===== src/rtl/dpram_port_arbiter.sv =====
// Round-robin arbiter sharing one dual-port RAM between NREQ requesters.
// Grants up to two requests per cycle (port A, then port B) and routes read data back.
module dpram_port_arbiter #(
    parameter int unsigned NREQ = 4,
    parameter int unsigned AW   = 4,
    parameter int unsigned DW   = 8
) (
    input  logic               clk,
    input  logic               rst,
    input  logic [NREQ-1:0]    req_valid,
    input  logic [NREQ-1:0]    req_we,
    input  logic [NREQ*AW-1:0] req_addr,
    input  logic [NREQ*DW-1:0] req_wdata,
    output logic [NREQ-1:0]    req_ready,
    output logic [NREQ-1:0]    rsp_valid,
    output logic [NREQ*DW-1:0] rsp_data,
    output logic               we_a,
    output logic               re_a,
    output logic               we_b,
    output logic               re_b,
    output logic [AW-1:0]      addr_a,
    output logic [AW-1:0]      addr_b,
    output logic [DW-1:0]      din_a,
    output logic [DW-1:0]      din_b,
    input  logic [DW-1:0]      dout_a,
    input  logic [DW-1:0]      dout_b
);

    localparam int unsigned IW = (NREQ > 1) ? $clog2(NREQ) : 1;

    logic [AW-1:0] r_addr  [NREQ];
    logic [DW-1:0] r_wdata [NREQ];
    logic [IW-1:0] scan_idx [NREQ];

    logic [IW-1:0] rr_ptr;
    logic [IW-1:0] rr_nxt;
    logic [IW-1:0] last_idx;
    logic          gnt_a, gnt_b;
    logic [IW-1:0] idx_a, idx_b;

    logic          pend_a, pend_b;
    logic [IW-1:0] pidx_a, pidx_b;
    logic [DW-1:0] hold     [NREQ];
    logic [DW-1:0] rsp_word [NREQ];

    for (genvar g = 0; g < NREQ; g++) begin : g_unpack
        assign r_addr[g]  = req_addr[g*AW +: AW];
        assign r_wdata[g] = req_wdata[g*DW +: DW];
    end

    // Rotated scan order starting at rr_ptr.
    always_comb begin
        logic [IW:0] sum;
        for (int k = 0; k < NREQ; k++) begin
            sum = {1'b0, rr_ptr} + (IW+1)'(k);
            if (sum >= (IW+1)'(NREQ)) begin
                sum = sum - (IW+1)'(NREQ);
            end
            scan_idx[k] = sum[IW-1:0];
        end
    end

    always_comb begin
        gnt_a = 1'b0;
        gnt_b = 1'b0;
        idx_a = '0;
        idx_b = '0;
        for (int k = 0; k < NREQ; k++) begin
            if (!rst && req_valid[scan_idx[k]]) begin
                if (!gnt_a) begin
                    gnt_a = 1'b1;
                    idx_a = scan_idx[k];
                end else if (!gnt_b) begin
                    // Same-address pair involving a write would race inside the RAM.
                    if (!((r_addr[scan_idx[k]] == r_addr[idx_a]) &&
                          (req_we[scan_idx[k]] || req_we[idx_a]))) begin
                        gnt_b = 1'b1;
                        idx_b = scan_idx[k];
                    end
                end
            end
        end
    end

    always_comb begin
        last_idx = gnt_b ? idx_b : idx_a;
        if (last_idx == IW'(NREQ - 1)) begin
            rr_nxt = '0;
        end else begin
            rr_nxt = last_idx + IW'(1);
        end
    end

    always_comb begin
        req_ready = '0;
        for (int i = 0; i < NREQ; i++) begin
            req_ready[i] = (gnt_a && (idx_a == IW'(i))) || (gnt_b && (idx_b == IW'(i)));
        end
    end

    always_comb begin
        we_a   = gnt_a && req_we[idx_a];
        re_a   = gnt_a && !req_we[idx_a];
        addr_a = gnt_a ? r_addr[idx_a] : '0;
        din_a  = gnt_a ? r_wdata[idx_a] : '0;
        we_b   = gnt_b && req_we[idx_b];
        re_b   = gnt_b && !req_we[idx_b];
        addr_b = gnt_b ? r_addr[idx_b] : '0;
        din_b  = gnt_b ? r_wdata[idx_b] : '0;
    end

    // Read data is combinational from the RAM in the return cycle, held afterwards.
    always_comb begin
        rsp_valid = '0;
        rsp_data  = '0;
        for (int i = 0; i < NREQ; i++) begin
            rsp_word[i] = '0;
            if (!rst) begin
                if (pend_a && (pidx_a == IW'(i))) begin
                    rsp_valid[i] = 1'b1;
                    rsp_word[i]  = dout_a;
                end else if (pend_b && (pidx_b == IW'(i))) begin
                    rsp_valid[i] = 1'b1;
                    rsp_word[i]  = dout_b;
                end else begin
                    rsp_word[i] = hold[i];
                end
            end
            rsp_data[i*DW +: DW] = rsp_word[i];
        end
    end

    always_ff @(posedge clk) begin
        if (rst) begin
            rr_ptr <= '0;
            pend_a <= 1'b0;
            pend_b <= 1'b0;
            pidx_a <= '0;
            pidx_b <= '0;
            for (int i = 0; i < NREQ; i++) begin
                hold[i] <= '0;
            end
        end else begin
            if (gnt_a) begin
                rr_ptr <= rr_nxt;
            end
            pend_a <= re_a;
            pend_b <= re_b;
            pidx_a <= idx_a;
            pidx_b <= idx_b;
            for (int i = 0; i < NREQ; i++) begin
                hold[i] <= rsp_word[i];
            end
        end
    end

endmodule


===== config.mk =====
export PLATFORM = sky130hd
export DESIGN_NAME = dpram_port_arbiter
export DESIGN_NICKNAME = d
export VERILOG_FILES = /design/src/rtl/dpram_port_arbiter.sv
export SDC_FILE = /design/constraint.sdc
export NUM_CORES = 1
export LEC_CHECK = 0
export BUFFER_PORTS_ARGS = -buffer_cell sky130_fd_sc_hd__buf_4
export CORE_MARGIN = 5
export CORE_UTILIZATION = 40
export DETAILED_ROUTE_END_ITERATION = 16
export PLACE_DENSITY = 0.76
export SKIP_CTS_REPAIR_TIMING = 1
export SLEW_MARGIN = 20
export SYNTH_ARGS = -nofsm -noshare
export SYNTH_HDL_FRONTEND = slang
export SYNTH_SLANG_ARGS = --single-unit

===== constraint.sdc =====
create_clock -name clk -period 6.1 [get_ports clk]
set_input_delay 0.915 -clock clk [delete_from_list [all_inputs] [get_ports clk]]
set_output_delay 0.915 -clock clk [all_outputs]
set_load 0.01 [all_outputs]

==> results.cfg <==
[status]
outcome = completed

[clock_network]
clk-insertion-delay-late_ns = 0.28
ctsHtreeMaxLevel = 2
cts_tree = done
cts_sinks = 40
clk_path_buf_depth = 2
cts_buffers = 5
path_clk_slew_ns = 0.05
cts-root-buf = clkbuf_16

[timing]
holdWs_ns = 0.6042
tns_ns = 0
post-route-period-util = 0.9598
fmax_mhz = 170.8
period_minus_slack_ns = 5.855
rsz0062_at_grt = false
setup_viol_count_final = 0
hold_violations = 0
slew_viol_final = 0
skew_ns = 0.004622
worst_pin_slew_ns = 0.9739
slew_headroom = 0.3484

[yosys]
synth-seq-area-share = 0.1678
synth_cell_types = 66
avgSynthCellArea_um2 = 8.258
syn_nets = 653
syn_inst = 578
yosysWarnings = 0
synth_top_cell_by_area = dfxtp_1
synth_ff_type = dfxtp_1
netlist_area_mm2 = 0.004773
async_flop_share = 0
ys_top_cells_by_area = dfxtp_1 17%, mux4_2 12%, mux2i_1 12%, a211oi_1 11%, nor2_1 3.9%
synth_enable_flop_cells = 0
synth_top_area_frac = 0.1678
ys_ff_latch = 40

[route]
ant_nets = 0
vias = 5260
first_pass_iters = 6
avgRoutedWirePerCell_um = 19.24
routed_wl_um = 16010
vias_per_cell = 6.322
drt_iter0_markers = 522
drc = 0

[die]
die_area_mm2 = 0.01422
start_util = 0.4024
dieWidth_um = 119.2
core-area_mm2 = 0.01186
fp.dieH_um = 119.2
ios = 142
rows = 40

[hold_path]
hp-class = reg2reg

[final_layout]
register_area_um2 = 800.8
layout.nets = 759
multiInputGateArea_mm2 = 0.003675
syn_to_final_growth_pct = 26.13
mostFrequentLayoutCell = buf_4
stdcell_area_mm2 = 0.006021
diodes = 0
final_cell_mix = 154 x buf_4, 71 x a211oi_1, 57 x mux2i_1, 49 x nor2_1, 40 x dfxtp_1
finish.utilization = 0.5076
final_layout_size_suffix_gt1_frac = 0.3255
n_fill_cell = 1113

[setup_path]
worstPathArrival_ns = 4.94
cp_max_fo = 11
worstSetupPathType = in2out
start_kind = input pin
critPathCaptureType = output port
required_ns = 5.18

[global_routing]
grt_pass1_vias = 5134
antenna_found_initial = 0
groute.usage.overall = 0.2155
overflow = 0
grt_max_degree = 69
grt_pass1_wl_um = 25980

[place]
io_buffers = 141
dpl.hpwl_um = 12230
dpl-instance-area_mm2 = 0.005868
place_congestion = 0.9292

[power]
peakVddDrop_mv = 0.1627
powerDensity_mw_per_mm2 = 446.6
power.leakage_uw = 0.002686

[job]
drv_cap = 0
[report_power, final]
part           switching [µW]  internal (µW)
Sequential               47.3            336
Combinational            1110            933
Clock                    96.8            163
[final cells by class]
| class | count | share of cell area |
|---|---|---|
| flip-flops and latches | 40 | 0.1330 |
| repair buffers | 154 | 0.1920 |
| well taps | 147 | 0.03055 |
| multi-input cells | 468 | 0.6103 |
| clock buffers | 8 | 0.02431 |
| inverters | 15 | 0.009767 |
[kinds of logic after synthesis]
group,count (synthesis),share of synthesized area
compound gates,187,0.2813
xor+xnor,16,0.02936
fa+ha+maj,1,0.002621
buf+inv,70,0.06606
flops,40,0.1678
mux,90,0.2587
simple gates,174,0.1942
[critical path, cell delays in order]
cell and delay, ns:
buf_4 0.13, mux2i_1 0.12, and2_1 0.18, a211oi_1 0.28, ha_2 0.40, mux4_2 0.54, xor2_1 0.16, or3_4 0.40
o21ai_4 0.22, a21oi_1 0.07, a31oi_1 0.27, and3_1 0.36, inv_4 0.06, mux2i_1 0.14, a211oi_1 0.47, buf_4 0.21
[Yosys cell counts (12+ instances only)]
| library cell | count |
|---|---|
| mux2i_1 | 57 |
| xnor2_1 | 13 |
| nand3_1 | 35 |
| buf_2 | 13 |
| clkbuf_1 | 30 |
| a21oi_1 | 36 |
| nor2b_1 | 24 |
| mux4_2 | 26 |
| inv_1 | 12 |
| a211oi_1 | 71 |
| nor2_1 | 49 |
| o21ai_0 | 17 |
| nand2_1 | 15 |
| dfxtp_1 | 40 |
[metal layers]
layer	vias to the layer above	track usage	wire [µm]	part of all wire
li1	2446	-	-	-
met1	2497	0.2763	6516	0.41
met2	272	0.3663	7758	0.48
met3	45	0.03229	1270	0.079
met4	0	0.07820	460	0.029
met5	-	0	0	0
[through the flow]
step | power [µW] | setup slack, ns | instances
floorplan | 1797 | 0.6373 | 578
global placement | 2377 | 0.3173 | 824
detailed placement | 2418 | 0.2532 | 824
CTS | 2684 | 0.2363 | 832
global route | 2884 | 0.005015 | 832
finish | 2689 | 0.2454 | 832
[sequential cells by signal (all words and copies together) (netlist names)]
signal / cells
hold: 32
pidx_a: 2
pidx_b: 2
rr_ptr: 2
pend_a: 1
pend_b: 1
[worst paths after layout]
check	startpoint	endpoint	slack, ns	cells after the start
setup / recovery	req_valid[1]	addr_b[0]	0.25	16
hold / removal	hold[0][3]	hold[0][3]	0.60	2
setup reg to reg	rr_ptr[1]	rr_ptr[1]	1.58	15
hold reg to reg	hold[0][3]	hold[0][3]	0.60	2
Power figures use the tool's default switching activity.
